File: config.mk
export PLATFORM = sky130hd
export DESIGN_NAME = mux_4to1_16b
export DESIGN_NICKNAME = d
export VERILOG_FILES = /design/src/rtl/mux_4to1_16b_pkg.sv /design/src/rtl/mux_4to1_16b_mux2.sv /design/src/rtl/mux_4to1_16b.sv
export SDC_FILE = /design/constraint.sdc
export NUM_CORES = 1
export LEC_CHECK = 0
export CELL_PAD_IN_SITES_DETAIL_PLACEMENT = 0
export CELL_PAD_IN_SITES_GLOBAL_PLACEMENT = 2
export CORE_MARGIN = 2
export CORE_UTILIZATION = 19
export CTS_CLUSTER_DIAMETER = 40
export CTS_CLUSTER_SIZE = 25
export DETAILED_ROUTE_END_ITERATION = 16
export PLACE_DENSITY_LB_ADDON = 0.2
export RECOVER_POWER = 100
export SKIP_CTS_REPAIR_TIMING = 1
export SLEW_MARGIN = 20
export SYNTH_ARGS = -nofsm -noshare
export SYNTH_HDL_FRONTEND = slang
export SYNTH_SLANG_ARGS = --single-unit
File: constraint.sdc
create_clock -name CLK -period 2.6 [get_ports CLK]
set_input_delay 0.52 -clock CLK [delete_from_list [all_inputs] [get_ports CLK]]
set_output_delay 0.52 -clock CLK [all_outputs]
set_load 0.02 [all_outputs]
File: src/rtl/mux_4to1_16b_pkg.sv
// ---------------------------------------------------------------------------
// mux_4to1_16b_pkg
// Shared definitions for the stack-machine datapath word selectors.
//   SEL_A..SEL_D   : select codes that route A/B/C/D onto the selector output
//   SEL_WIDTH      : width of a select code
//   DEFAULT_WIDTH  : default datapath word width
//   selToOnehot()  : decode of a select code into a 4-bit one-hot vector
// ---------------------------------------------------------------------------
package mux_4to1_16b_pkg;

    localparam int SEL_WIDTH     = 2;
    localparam int DEFAULT_WIDTH = 16;

    localparam logic [SEL_WIDTH-1:0] SEL_A = 2'd0;
    localparam logic [SEL_WIDTH-1:0] SEL_B = 2'd1;
    localparam logic [SEL_WIDTH-1:0] SEL_C = 2'd2;
    localparam logic [SEL_WIDTH-1:0] SEL_D = 2'd3;

    // Unknown select codes decode to no bit set, so downstream consumers of
    // the one-hot vector never see a stale or guessed lane.
    function automatic logic [3:0] selToOnehot(input logic [SEL_WIDTH-1:0] sel);
        logic [3:0] decoded;
        decoded = 4'b0000;
        case (sel)
            SEL_A:   decoded = 4'b0001;
            SEL_B:   decoded = 4'b0010;
            SEL_C:   decoded = 4'b0100;
            SEL_D:   decoded = 4'b1000;
            default: decoded = 4'b0000;
        endcase
        return decoded;
    endfunction

endpackage

File: src/rtl/mux_4to1_16b_mux2.sv
// ---------------------------------------------------------------------------
// mux2_16b
// Parameterised two-input word multiplexer, the leaf cell of the 4:1 tree.
//   WIDTH  : data width
//   sel    : in,  1      0 selects a, 1 selects b
//   a, b   : in,  WIDTH  candidate words
//   y      : out, WIDTH  selected word (combinational)
// ---------------------------------------------------------------------------
module mux2_16b
    import mux_4to1_16b_pkg::*;
#(
    parameter int WIDTH = DEFAULT_WIDTH
) (
    input  logic             sel,
    input  logic [WIDTH-1:0] a,
    input  logic [WIDTH-1:0] b,
    output logic [WIDTH-1:0] y
);

    // A case statement rather than a ternary: an unknown select then drives
    // the whole word to X in simulation instead of merging the bits where a
    // and b happen to agree, which would hide a broken control path.
    always_comb begin
        y = '0;
        case (sel)
            1'b0:    y = a;
            1'b1:    y = b;
            default: y = 'x;
        endcase
    end

endmodule

File: src/rtl/mux_4to1_16b.sv
// ---------------------------------------------------------------------------
// mux_4to1_16b
// Four-input word selector for the stack-machine operand/result buses, with
// a combinational output and a registered copy for pipelined consumers.
//   WIDTH    : data width of A, B, C, D, Y and Y_q
//   CLK      : in,  1      rising-edge system clock
//   Reset    : in,  1      synchronous active-high reset of Y_q/sel_q
//   A..D     : in,  WIDTH  input words for select codes 0..3
//   control  : in,  2      select code
//   en       : in,  1      load enable for Y_q/sel_q
//   Y        : out, WIDTH  combinational selected word
//   Y_q      : out, WIDTH  registered selected word
//   sel_q    : out, 2      select code captured with Y_q
//   onehot   : out, 4      combinational one-hot decode of control
// ---------------------------------------------------------------------------
module mux_4to1_16b
    import mux_4to1_16b_pkg::*;
#(
    parameter int WIDTH = DEFAULT_WIDTH
) (
    input  logic                 CLK,
    input  logic                 Reset,
    input  logic [WIDTH-1:0]     A,
    input  logic [WIDTH-1:0]     B,
    input  logic [WIDTH-1:0]     C,
    input  logic [WIDTH-1:0]     D,
    input  logic [SEL_WIDTH-1:0] control,
    input  logic                 en,
    output logic [WIDTH-1:0]     Y,
    output logic [WIDTH-1:0]     Y_q,
    output logic [SEL_WIDTH-1:0] sel_q,
    output logic [3:0]           onehot
);

    logic [WIDTH-1:0] lowPair;
    logic [WIDTH-1:0] highPair;

    // First level picks within each pair on control[0]; the second level
    // picks between the pairs on control[1]. Y therefore has no clock or
    // reset dependence and follows its inputs in the same cycle.
    mux2_16b #(.WIDTH(WIDTH)) muxLow (
        .sel (control[0]),
        .a   (A),
        .b   (B),
        .y   (lowPair)
    );

    mux2_16b #(.WIDTH(WIDTH)) muxHigh (
        .sel (control[0]),
        .a   (C),
        .b   (D),
        .y   (highPair)
    );

    mux2_16b #(.WIDTH(WIDTH)) muxFinal (
        .sel (control[1]),
        .a   (lowPair),
        .b   (highPair),
        .y   (Y)
    );

    // One-hot view of the select code for hazard and debug logic.
    always_comb begin
        onehot = selToOnehot(control);
    end

    // Registered copy of the selected word and its select code. Reset wins
    // over en; with en low both registers simply hold their last value.
    always_ff @(posedge CLK) begin
        if (Reset) begin
            Y_q   <= '0;
            sel_q <= SEL_A;
        end else if (en) begin
            Y_q   <= Y;
            sel_q <= control;
        end
    end

endmodule

======== Word level (Yosys, flattened, before mapping) ========
Index checks and enable logic that the tools add are counted.
word-level totals
  register bits ........................... 18
  input port bits ......................... 69
  output and inout port bits .............. 38
  logic and storage cells ................. 12
cells by class
  equal/unequal tests ..................... 3
  mux-type cells .......................... 4
  bitwise logic cells ..................... 2
  reduce and logical (&&, ||, !) cells .... 1
operators by type and width
  operator                                                         number
  16-bit case mux with 2 select lines                              3
  4-bit case mux with 4 select lines                               1
  2-bit == test, second input constant                             2
  2-bit by 1-bit == test with 1-bit output, second input constant  1
  2-bit logical NOT                                                1
  1-bit inverter                                                   2

======== Longest topological paths before layout ========
  depth after elaboration ................. 3
  depth in mapped cells ................... 5
  gate-level depth less buffers ........... 2

======== Modules after synthesis ========
A second synthesis with hierarchy kept.
second synthesis, totals
  cell total of the unflattened synthesis .. 116
  area, all modules ....................... 1,418.9 µm²
modules (own cells, without submodules)
  module        times used  cells each  area an instance (µm²)  seq. area each (µm²)
  mux2_16b      3           18          249.0                   0.0
  mux_4to1_16b  1           62          671.9                   360.3

======== Worst setup path before layout ========
No wires, ideal clock.
  path kind ............................... input -> output
  from .................................... input port control[0]
  to ...................................... output port Y[0]
  data arrival time ....................... 1,476 ps
  data required time ...................... 2,080 ps
  path slack .............................. 604 ps
  stages on the path ...................... 4
  buffers on the path ..................... 2
  cell sequence ........................... buf_4 -> buf_2 -> mux2i_1 -> mux2i_1
on the way
  cells in the longest elaborated chain, start to end .. 3
  elaborated cells on any way between the ends .. 4
  classes of those cells .................. mux: 3; bitwise: 1
RTL lines
  what                                     RTL line                 RTL
  start, declared                          mux_4to1_16b.sv:27       input logic [SEL_WIDTH-1:0] control,
  1-bit inverter                           mux_4to1_16b_mux2.sv:25  case (sel)
  16-bit case mux with 2 select lines      mux_4to1_16b_mux2.sv:25
  16-bit case mux with 2 select lines (*)  mux_4to1_16b_mux2.sv:25
  end, declared                            mux_4to1_16b.sv:29       output logic [WIDTH-1:0] Y,
Every way passes the cells marked *; elsewhere a longest branch is shown, timed or not.

======== Final worst setup path ========
  from .................................... input port control[1]
  to ...................................... output port onehot[3]
on the way
  cells in the longest elaborated chain, start to end .. 2
  elaborated cells on any way between the ends .. 5
  classes of those cells .................. eq/ne: 3; mux: 1; reduce/logical: 1
RTL lines
  what                                    RTL line                RTL
  2-bit == test (tied with other cells)   mux_4to1_16b_pkg.sv:24  case (sel)
  4-bit case mux with 4 select lines (*)  mux_4to1_16b_pkg.sv:24
  end, declared                           mux_4to1_16b.sv:32      output logic [3:0] onehot
Marks and branches as above.

==> impl.org <==
** Outcome
- Result of the run :: finished, final reports clean

** Min path
- The worst hold path passes through 2 cells.
- Worst min-delay path category :: reg2reg

** Synth
- Instance count of the mapped netlist :: 122
- Mux cell area share after synthesis :: 37.8%
- After Yosys synthesis, full adders, half adders and majority gates account for 0% of the synthesized area.
- By area, the combinational part of the netlist is dominated by multiplexers.
- When the netlist entered floorplanning its net count stood at 191.
- Dividing the synthesized area by the synthesized cell count gives 10.9 sq um.
- Synthesized-area fraction occupied by ao, oa, aoi and oai cells :: 15.3%
- Portion of the post-synthesis area used by sequential elements :: 27.2%
- Number of synthesis warnings :: 0
- Yosys reg bits :: 18
- Simple-gate portion of the synthesized area :: 14.1%
- Summing every instance area after synthesis gives 1330 sq um.
- Summing the areas of all xor and xnor instances in the mapped netlist gives 0% of the synthesized area.
- The number of different library cells used by synthesis comes to 14.

** Floorplanning
- In this run the core area contains 30 standard-cell rows.
- The initial utilization of the core area, before any placement, comes to 19.6%.
- In this run the vertical extent of the chip is 87.5 um.
- Number of top-level pins :: 107
- The die is 87.5 um wide.
- The die covers 7660 sq um.
- The floorplan step defined a core boundary enclosing 6760 sq um.

** STA
- Maximum clock frequency :: 400 MHz
- In the final timing run, aggregate negative setup slack is 0 ps.
- In this run the tightest slew margin relative to its limit is 49.2%.
- Setup violations remaining at the end of the flow were counted as 0.
- Maximum clock skew at final layout :: 0 ps
- The worst path needs 2500 ps of the cycle, external delays included.
- Tightest Pin Transition :: 763 ps
- The final count of pins violating max slew came to 0.
- Unrepaired setup endpoints after global routing :: false
- The count of endpoints failing hold in the final timing report came to 0.
- Final cycle utilization of the critical path :: 96.2%

** Cells and area
- Antenna fix cells :: 0
- Most common cell after layout, fill and taps aside :: clkdlybuf4s50_1
- Relative to the synthesized area, the layout overhead comes to 82.0%.
- Nets :: 297
- Layout cells sized above 1 :: 14.6%
- The library cells used most frequently in the layout, excluding fill and tap cells, are 67 x clkdlybuf4s50_1, 50 x mux2i_1, 21 x dlygate4sd3_1.

** Global route
- First-pass GRT wire length :: 7450 um
- The via count of the first global-routing pass came to 1473.
- Entering global routing, the biggest net connects 24 pins.
- For this run the aggregate overflow at the end of global routing stands at 0.
- The number of antenna violations at the first check in global routing was 0.
- Global routing used 12.2% of the available tracks.

** Clocking
- No sink is reached through more buffers than the 2 on the longest clock path.
- The clock drives 18 sinks.
- H-tree level count :: 1
- Clock latency at the later pin of the worst-skew pair :: 250 ps
- Clock tree synthesis inserted a total of 3 buffers.
- Clock tree synthesis selected as its root buffer the cell clkbuf_8.
- After clock tree synthesis, the clock-pin slew on the worst setup and hold paths is 70 ps.
- TritonCTS built the clock tree.

** Detailed routing
- Dividing the detail-routed wire length by the instance count gives 15.4 um.
- The pre-antenna-repair detailed-routing pass consisted of 4 iterations.
- The detail route stage leaves a number of antenna-violating nets equal to 0.
- Drt initial violations :: 9
- Remaining routing DRC violations :: 0
- The routed design has 4730 um of wire.
- Number of vias per cell after detailed routing :: 4.52
- Via count of the routed design :: 1382

** Run
- Max-cap check violation count :: 0

** Setup path
- Required time of the critical path :: 2080 ps
- The worst setup path is launched from a primary input.
- For the worst flop-to-flop path, the logic depth is 2.
- The critical path is of the in2out type.
- Data arrival time of the critical path :: 1980 ps
- Along the worst path, the maximum fanout reaches 23.
- STA classifies the critical path endpoint as a primary output.

** Power
- Net switching is 32.0% of the power.
- The internal power of the cells totals 600 uW.
- Total leakage power :: 1.01 nW
- Pwr dens :: 366 nW/um^2
- Maximum ir drop on the vdd rail :: 135 uV
- The share of total power dissipated in combinational logic is 43.0%.
- The clock network accounts for 22.4% of the total power.
- The design draws 882 uW.
- Net Switching :: 283 uW
- Sequential cell fraction of total power :: 34.6%

** Placed design
- Half-perimeter wire length after placement :: 3670 um
- Final weighted congestion of routability-driven global placement :: 0.676
- I/O Buffers :: 106
==> critical path, stage by stage <==
cell	delay [ps]
clkdlybuf4s50_1	510
buf_12	210
and2_1	140
clkdlybuf4s50_1	600
==> metal layers <==
layer	part of all wire [%]	vias up	global-route usage, %
li1	-	680	-
met1	40	625	14.7
met2	47	73	20.7
met3	13	4	4.83
met4	0.40	0	2.38
met5	0	-	0
==> synth_stat cells <==
master | n | share of area (%)
and2_1 | 1 | 0.47
mux2i_1 | 50 | 38
dfxtp_1 | 18 | 27
clkbuf_1 | 5 | 1.4
or3b_1 | 1 | 0.66
nand3b_1 | 1 | 0.57
o221ai_2 | 10 | 11
or3b_2 | 16 | 11
o221ai_1 | 6 | 4.0
buf_4 | 2 | 1.1
nor2_1 | 3 | 0.85
nor2b_1 | 2 | 0.94
buf_6 | 1 | 0.85
buf_2 | 6 | 2.3
==> state kept, by name, indices dropped and copies added, names as in the netlist <==
register and count:
Y_q 16, sel_q 2
==> path summary, 6_finish.rpt <==
path / slack [ps] / startpoint / to
setup / recovery: 100 / control[1] / onehot[3]
hold / removal: 500 / sel_q[0]$_SDFFE_PP0P_ / sel_q[0]$_SDFFE_PP0P_
setup reg to reg: 1680 / Y_q[14]$_SDFFE_PP0P_ / Y_q[14]$_SDFFE_PP0P_
hold reg to reg: 500 / sel_q[0]$_SDFFE_PP0P_ / sel_q[0]$_SDFFE_PP0P_
==> layout make-up <==
class | count | area (sq um)
sequential | 18 | 360
fill | 725 | 4350
multi-input combinational | 90 | 865
tap | 80 | 100
clock buffer | 3 | 41.3
timing repair buffer | 115 | 1040
==> metrics by stage <==
step / worst slack [ps] / hold slack, ps / std cells / util [%] / instance area (sq um)
after floorplan: 604 / 583 / 122 / - / 1330
after global placement: 2.99 / 478 / 303 / 37.2 / 2510
after detailed placement: -23.3 / 492 / 303 / 37.2 / 2510
after CTS: -35.1 / 515 / 306 / 37.8 / 2550
after global routing: 26.8 / 528 / 306 / 35.7 / 2410
final: 98.2 / 497 / 306 / 35.7 / 2410
==> power groups by stage <==
stage          combinational, mW  clock, mW  sequential (mW)
2_1_floorplan              0.166          0            0.338
6_report                   0.379      0.198            0.305
4_1_cts                    0.433      0.211            0.307
5_1_grt                    0.407      0.219            0.308
3_3_place_gp               0.427          0            0.312
3_5_place_dp               0.431          0            0.313
==> logic make-up after synthesis <==
family	count (synthesis)
AO/OA/AOI/OAI	16
buffers and inverters	14
flip-flops	18
multiplexers	50
AND/OR/NAND/NOR	24
Power figures use the tool's default switching activity.
